File: src/rtl/stream_avg_div.sv
// Streaming signed accumulate-then-divide unit.
// Accepts up to MAXCNT signed samples over valid/ready, sums them at full
// precision, divides the sum by a latched signed divisor with a bit-serial
// restoring divider and returns a saturated, truncated-toward-zero quotient.
module stream_avg_div #(
  parameter int DATAWIDTH = 16,
  parameter int MAXCNT    = 8,
  parameter int CNTW      = $clog2(MAXCNT + 1),
  parameter int ACCW      = DATAWIDTH + CNTW
) (
  input  logic                        clk,
  input  logic                        rst,
  input  logic                        start,
  input  logic [CNTW-1:0]             num_samples,
  input  logic signed [DATAWIDTH-1:0] num,
  input  logic                        in_valid,
  input  logic signed [DATAWIDTH-1:0] in_data,
  output logic                        in_ready,
  output logic                        out_valid,
  input  logic                        out_ready,
  output logic signed [DATAWIDTH-1:0] avg,
  output logic                        sat,
  output logic                        div_zero
);

  localparam int ITW = $clog2(ACCW + 1);

  typedef enum logic [1:0] {IDLE, ACCUM, DIVIDE, DONE} state_t;

  state_t                      state, state_nxt;
  logic [CNTW-1:0]             cnt_left;
  logic signed [DATAWIDTH-1:0] num_q;
  logic signed [ACCW-1:0]      acc;
  logic [ACCW-1:0]             quo;
  logic [ACCW:0]               rem;
  logic [ITW-1:0]              iter;
  logic signed [DATAWIDTH-1:0] avg_q;
  logic                        sat_q;
  logic                        dz_q;

  logic [ACCW-1:0]             dvd;
  logic [ACCW:0]               dvs;
  logic [ACCW:0]               rem_sh;
  logic [ACCW:0]               rem_nx;
  logic [ACCW-1:0]             quo_nx;
  logic                        q_neg;
  logic signed [ACCW:0]        q_signed;
  logic [DATAWIDTH:0]          q_sat;
  logic                        xfer;

  // Requested count limited to the supported maximum.
  function automatic logic [CNTW-1:0] clamp_cnt(input logic [CNTW-1:0] n);
    if (n > CNTW'(MAXCNT)) return CNTW'(MAXCNT);
    return n;
  endfunction

  // Magnitude of the accumulator; the most negative sum maps to 2^(ACCW-1).
  function automatic logic [ACCW-1:0] abs_acc(input logic signed [ACCW-1:0] a);
    if (a[ACCW-1]) return $unsigned(-a);
    return $unsigned(a);
  endfunction

  // Magnitude of the divisor, zero-extended to the remainder width.
  function automatic logic [ACCW:0] abs_num(input logic signed [DATAWIDTH-1:0] d);
    logic [DATAWIDTH-1:0] m;
    m = d[DATAWIDTH-1] ? $unsigned(-d) : $unsigned(d);
    return {{(ACCW + 1 - DATAWIDTH){1'b0}}, m};
  endfunction

  // Clamp a wide signed quotient to DATAWIDTH; MSB of the result is the sat flag.
  function automatic logic [DATAWIDTH:0] sat_fn(input logic signed [ACCW:0] v);
    logic signed [ACCW:0] maxv;
    logic signed [ACCW:0] minv;
    maxv = {{(ACCW - DATAWIDTH + 2){1'b0}}, {(DATAWIDTH - 1){1'b1}}};
    minv = {{(ACCW - DATAWIDTH + 2){1'b1}}, {(DATAWIDTH - 1){1'b0}}};
    if (v > maxv) return {1'b1, maxv[DATAWIDTH-1:0]};
    if (v < minv) return {1'b1, minv[DATAWIDTH-1:0]};
    return {1'b0, v[DATAWIDTH-1:0]};
  endfunction

  assign in_ready  = (state == ACCUM);
  assign out_valid = (state == DONE);
  assign avg       = avg_q;
  assign sat       = sat_q;
  assign div_zero  = dz_q;
  assign xfer      = in_valid & in_ready;

  // One restoring-division step plus sign/saturation of the finished quotient.
  always_comb begin
    dvd    = (iter == '0) ? abs_acc(acc) : quo;
    dvs    = abs_num(num_q);
    rem_sh = {rem[ACCW-1:0], dvd[ACCW-1]};
    rem_nx = rem_sh;
    quo_nx = {dvd[ACCW-2:0], 1'b0};
    if (rem_sh >= dvs) begin
      rem_nx = rem_sh - dvs;
      quo_nx = {dvd[ACCW-2:0], 1'b1};
    end
    q_neg    = acc[ACCW-1] ^ num_q[DATAWIDTH-1];
    q_signed = $signed({1'b0, quo});
    if (q_neg) q_signed = -q_signed;
    q_sat    = sat_fn(q_signed);
  end

  // State register.
  always_ff @(posedge clk or posedge rst) begin
    if (rst) state <= IDLE;
    else     state <= state_nxt;
  end

  // Next-state decode.
  always_comb begin
    state_nxt = state;
    case (state)
      IDLE:   if (start) state_nxt = (clamp_cnt(num_samples) == '0) ? DIVIDE : ACCUM;
      ACCUM:  if (xfer && cnt_left == CNTW'(1)) state_nxt = DIVIDE;
      DIVIDE: if (num_q == '0 || iter == ITW'(ACCW)) state_nxt = DONE;
      DONE:   if (out_ready) state_nxt = IDLE;
      default: state_nxt = IDLE;
    endcase
  end

  // Operand latching, accumulation, division iterations and result registers.
  always_ff @(posedge clk or posedge rst) begin
    if (rst) begin
      cnt_left <= '0;
      num_q    <= '0;
      acc      <= '0;
      quo      <= '0;
      rem      <= '0;
      iter     <= '0;
      avg_q    <= '0;
      sat_q    <= 1'b0;
      dz_q     <= 1'b0;
    end else begin
      case (state)
        IDLE: begin
          if (start) begin
            num_q    <= num;
            cnt_left <= clamp_cnt(num_samples);
            acc      <= '0;
            quo      <= '0;
            rem      <= '0;
            iter     <= '0;
          end
        end
        ACCUM: begin
          if (xfer) begin
            acc      <= acc + {{CNTW{in_data[DATAWIDTH-1]}}, in_data};
            cnt_left <= cnt_left - CNTW'(1);
          end
        end
        DIVIDE: begin
          if (num_q == '0) begin
            avg_q <= '0;
            sat_q <= 1'b0;
            dz_q  <= 1'b1;
          end else if (iter != ITW'(ACCW)) begin
            rem  <= rem_nx;
            quo  <= quo_nx;
            iter <= iter + ITW'(1);
          end else begin
            avg_q <= q_sat[DATAWIDTH-1:0];
            sat_q <= q_sat[DATAWIDTH];
            dz_q  <= 1'b0;
          end
        end
        default: ;
      endcase
    end
  end

endmodule

File: config.mk
export PLATFORM = sky130hd
export DESIGN_NAME = stream_avg_div
export DESIGN_NICKNAME = d
export VERILOG_FILES = /design/src/rtl/stream_avg_div.sv
export SDC_FILE = /design/constraint.sdc
export NUM_CORES = 1
export LEC_CHECK = 0
export ABC_CLOCK_PERIOD_IN_PS = 5330
export BUFFER_PORTS_ARGS = -buffer_cell sky130_fd_sc_hd__clkbuf_2
export CAP_MARGIN = 20
export CORE_ASPECT_RATIO = 0.8
export CORE_UTILIZATION = 61
export DETAILED_ROUTE_END_ITERATION = 8
export HOLD_SLACK_MARGIN = 0.06
export PLACE_DENSITY = 0.81
export SYNTH_ARGS = -nofsm -noshare
export SYNTH_HDL_FRONTEND = slang
export SYNTH_SLANG_ARGS = --single-unit
File: constraint.sdc
create_clock -name clk -period 5.33 [get_ports clk]
set_input_delay 0.2665 -clock clk [delete_from_list [all_inputs] [get_ports clk]]
set_output_delay 0.2665 -clock clk [all_outputs]
set_load 0.03 [all_outputs]
-- Word-level counts from Yosys, hierarchy flattened
Cells that the tools add are included.
- register bits: 105
- input bits: 41
- output and inout bits: 20
- logic and storage cells: 100
- $add $sub $neg: 7
- magnitude comparators: 4
- equality and inequality tests: 14
- muxes and demuxes: 50
- bitwise logic cells: 2
- reduce and logical (&&, ||, !) cells: 13
- operator list (operator ; number):
    two-way mux 20 bit ; 11
    case mux 20 bit (2 select lines) ; 3
    two-way mux 17 bit ; 4
    two-way mux 16 bit ; 3
    >= comparator 21 x 16 -> 1 bit ; 1
    > comparator 21 x 16 -> 1 bit (second input constant) ; 1
    less-than comparator 21 x 16 -> 1 bit (second input constant) ; 1
    two-way mux 21 bit ; 1
    negator 20 -> 21 bit ; 1
    adder 20 bit ; 1
    two-way mux 4 bit ; 5
    negator 20 bit ; 1
    subtractor 20 x 16 -> 20 bit ; 1
    logical NOT 16 bit ; 1
    negator 16 bit ; 1
    two-way mux 5 bit ; 3
    two-way mux 1 bit ; 12
    two-way mux 2 bit ; 5
    != test 2 bit (second input constant) ; 5
    case mux 5 bit (2 select lines) ; 1
    case mux 2 bit (4 select lines) ; 1
    case mux 4 bit (2 select lines) ; 1
    AND reduction 4 bit ; 2
    != test 2 x 1 -> 1 bit (second input constant) ; 3
    other kinds (18) ; 21

-- Logic depth before layout (Yosys ltp)
- word-level depth: 11
- mapped depth: 17
- depth with buffers taken out: 17

-- Worst setup path before layout
Ideal clock, no wire load.
- path kind: flip-flop to flip-flop
- start point: reg num_q[2]
- end point: reg rem[14]
- setup time: 129 ps
- data arrival time: 3747 ps
- required time: 5201 ps
- slack: 1454 ps
- stages on the path, launching flop included: 15
- buffers on the path: 1
- period minus slack after synthesis: 3876 ps
- path through: dfrtp_1 nor4_1 nand4_1 o31ai_1 xor2_1 ha_1 and3_1 a221o_1 or3_1 o221a_2 o211ai_2 nand3_4 buf_2 mux2i_1 o22ai_1
- cells in the longest elaborated chain, start to end: 7
- elaborated cells between the ends (all ways): 11
- classes of those cells: 2 x add/sub; 1 x order compare; 1 x eq/ne; 5 x mux; 2 x reduce/logical
- ends and longest elaborated chain (item ; RTL line ; source):
    from (decl) ; 32 ; logic signed [DATAWIDTH-1:0] num_q;
    from (signal assigned) ; 139 ; num_q <= num;
    negator 16 bit ; 66 ; m = d[DATAWIDTH-1] ? $unsigned(-d) : $unsigned(d);
    two-way mux 16 bit ; 66 ;
    subtractor 20 x 16 -> 20 bit / >= comparator 21 x 16 -> 1 bit (equally long branches) ; 96, 95 ;
    two-way mux 20 bit ; 95 ; if (rem_sh >= dvs) begin
    two-way mux 20 bit ; 158 ; end else if (iter != ITW'(ACCW)) begin
    two-way mux 20 bit ; 154 ; if (num_q == '0) begin
    case mux 20 bit (2 select lines) ; 136 ; case (state)
    to (signal assigned) ; 159 ; rem <= rem_nx;
    to (decl) ; 35 ; logic [ACCW:0] rem;
Parallel ways exist; a longest one is shown, timed or not. The select of a mux whose other input is x is not followed.
A chain may end at the register's enable or synchronous reset.

-- Worst setup path after layout
- start point: reg num_q[2]
- end point: reg rem[15]
Same word-level chain as after synthesis.

==> flow_metrics.tcl <==
set metrics [dict create \
    reg2regPathDepth 13 \
    root_buffer "clkbuf_16" \
    hp-start "num[6]" \
    cts_post_setup_buffers_inserted 0 \
    synth_area_per_cell_um2 8.76 \
    slew_violations 0 \
    synth_compound_area_share_pct 22.2 \
    cts.sinks 105 \
    finalNonFillerCells 1058 \
    die_area_mm2 0.0128 \
    dpl_worst_slack_ps 948 \
    criticalPathCategory "register to register" \
    fill_cells 915 \
    ant_nets 0 \
    setup_ws_ps 790 \
    port_buffers 60 \
    hold_depth 2 \
    nets 995 \
    crit_arrival_ps 4780 \
    synth_nets 951 \
    crit_path_start_kind "register" \
    synth_cell_type_count 68 \
    rows 35 \
    dpl.hpwl_um 13300 \
    reg2reg_to "rem[15]" \
    first_global_vias 6038 \
    rr_startpoint "num_q[2]" \
    p_leak_nw 3.84 \
    rsz0062_at_grt "no" \
    die_w_um 126 \
    diodes 0 \
    synth-warning-count 0 \
    setup_viol 0 \
    rrSetupSlack_ps 790 \
    finalClockSkew_ps 6.87 \
    gp_congestion 0.868 \
    synth-simple-area-share_pct 17.8 \
    seq_area_mm2 0.00263 \
    track_usage_pct 29.0 \
    routed_wl_um 17800 \
    vdd_ir_drop_max_mv 0.359 \
    clk_pin_slew_ps 70 \
    fmax_mhz 220 \
    synthArstFlopShare_pct 100 \
    hold_viol_final 0 \
    cts_tree "done" \
    whs_endpoint "num_q[6]" \
    cts_made_buffers 9 \
    die_h_um 102 \
    endpoint_kind "register" \
    power.total_mw 5.75 \
    clockBufferDepth 2 \
    drive_gt1_share_pct 12.3 \
    layout_min_cycle_time_ps 4540 \
    yosysTopAreaCell "dfrtp_1" \
    firstDrtPassIters 5 \
    netlist_instances 862 \
    synth_top_area_share_pct 34.8 \
    wl_per_cell_um 16.8 \
    grt_pass1_wl_um 29500 \
    finalCritPeriodShare_pct 85.2 \
    via_per_inst 6.26 \
    synth-seq-cells 105 \
    synth_area_leaders "dfrtp_1 (35%), ha_1 (7.6%), nand2_1 (5.9%)" \
    max_slew_margin_pct 31.8 \
    core_area_mm2 0.0118 \
    ys_dominant_reg_cell "dfrtp_1" \
    io_pins 61 \
    muxShareOfSynthArea_pct 4.64 \
    crit_fanout 17 \
    first_iter_violations 420 \
    synth_area_mm2 0.00755 \
    drc 0 \
    status "finished clean" \
    start_util_pct 64.1 \
    grt_max_degree 64 \
    synthXorXnorAreaFrac_pct 8.58 \
    hold_path.class "primary input to register" \
    multi_input_area_mm2 0.00464 \
    antenna_found_initial 0 \
    synth_top_family_by_area "compound AO/OA/AOI/OAI gates" \
    yosysSeqAreaShare_pct 34.8 \
    power_density_mw_per_mm2 698 \
    critical_path_required_ps 5570 \
    dr_total_vias 6619 \
    clock_latency_ps 350 \
    tightest_slew_ps 1020 \
    tns_ps 0 \
    drv_cap 0 \
    synth_adder_area_share_pct 8.15 \
    grt-ovfl-total 0 \
    cts_max_level 3 \
    dp.cells 1041 \
    synth_edf_count 0 \
    area_growth_syn_to_layout_pct 9.04 \
]
-- area by class of cell --
class,count,share of cell area [%]
flip-flops and latches,105,31.9
repair buffers,69,4.50
well taps,148,2.25
clock buffers,10,2.78
clock inverters,5,0.699
inverters,33,1.53
multi-input cells,688,56.3
-- worst max-delay path, cell delays in order (launching register included) --
cell and delay, ps:
dfrtp_1 440, nor4_1 620, nand4_1 310, o31ai_1 350
xor2_1 250, ha_1 350, and3_1 200, a221o_1 320
or3_1 310, o221a_2 270, o211ai_2 290, nand3_4 320
mux2i_1 200, a22o_1 200
-- cell usage after synthesis (3+ instances only) --
cell type  number
a31oi_1         6
nand2_1       118
nor3_1          9
or3_1          10
inv_1          30
xnor2_1        25
buf_1           3
mux2_1          9
nor4b_1         3
nand4_1         6
nor3b_1         5
clkinv_1        3
o211ai_2       11
o211ai_1       10
and3_1          8
o31a_1          4
dfrtp_1       105
clkbuf_1       18
o21ai_0        42
o41ai_1         5
o31ai_1        15
ha_1           46
nor2b_1         9
mux2i_1        17
a21o_1         14
or4_1           7
xor2_1         49
nor4_1          6
a211oi_1        5
buf_2          13
o21bai_1        5
a21oi_1        41
a22o_1         14
nand3_1        24
a32oi_1         6
mux2_2          7
o21ai_1        50
o22ai_1         3
nand2b_1        4
o21a_1          6
nor2_1         56
-- sequential cells by signal (all words and copies together) (netlist names) --
signal	cells
cnt_left	4
iter	5
state	2
rem	20
avg	16
quo	20
div_zero	1
sat	1
acc	20
num_q	16
-- kinds of logic after synthesis --
| group | after synthesis |
|---|---|
| fa+ha+maj | 48 |
| simple gates | 280 |
| mux | 33 |
| compound gates | 253 |
| buf+inv | 69 |
| flops | 105 |
| xor+xnor | 74 |
-- routing by layer --
layer  up-vias  share of wire (%)  track usage (%)
li1       3216                  -                -
met1      3183                 49             42.3
met2       206                 44             44.8
met3        14                5.9             5.44
met4         0               0.92             6.77
met5         -                  0                0
-- placed cells by master (no fill, tap or decap), types with 10 or more instances in the layout --
cell      count
nand2_1     118
inv_1        29
ha_1         46
nand3_1      24
a21o_1       14
mux2i_1      17
a22o_1       14
o211ai_2     11
o31ai_1      15
or3_1        10
clkbuf_2     60
o211ai_1     10
o21ai_0      42
a21oi_1      41
o21ai_1      50
xor2_1       49
xnor2_1      25
nor2_1       56
dfrtp_1     105
-- what timing repair did --
item | CTS | global route
gates resized for setup | 0 | 0
hold endpoints to repair | 42 | 0
hold buffers | 1 | 0
-- how the worst max path moves through the flow --
stage | cells past startpoint | slack, ps | startpoint | end
4_1_cts | 13 | 870 | num_q[2] | rem[15]
6_report | 13 | 790 | num_q[2] | rem[15]
3_5_place_dp | 13 | 950 | num_q[2] | rem[15]
3_3_place_gp | 13 | 1100 | num_q[2] | rem[15]
5_1_grt | 13 | 490 | num_q[2] | rem[3]
2_1_floorplan | 14 | 1450 | num_q[2] | rem[14]
-- per-stage QoR --
step / area [um^2] / hold WS [ps] / util (%)
after global placement: 7930 / 327 / 67.4
after CTS: 8230 / 120 / 69.9
final: 8240 / 125 / 69.9
after floorplan: 7550 / 394 / -
after global routing: 8240 / 122 / 69.9
after detailed placement: 7930 / 336 / 67.4
-- where the power goes --
part           switching [mW]  internal, mW  total [mW]
clock network           0.297         0.361       0.658
logic                    2.13          1.50        3.63
registers               0.417          1.05        1.47
total                    2.84          2.91        5.75
Power figures use the tool's default switching activity.
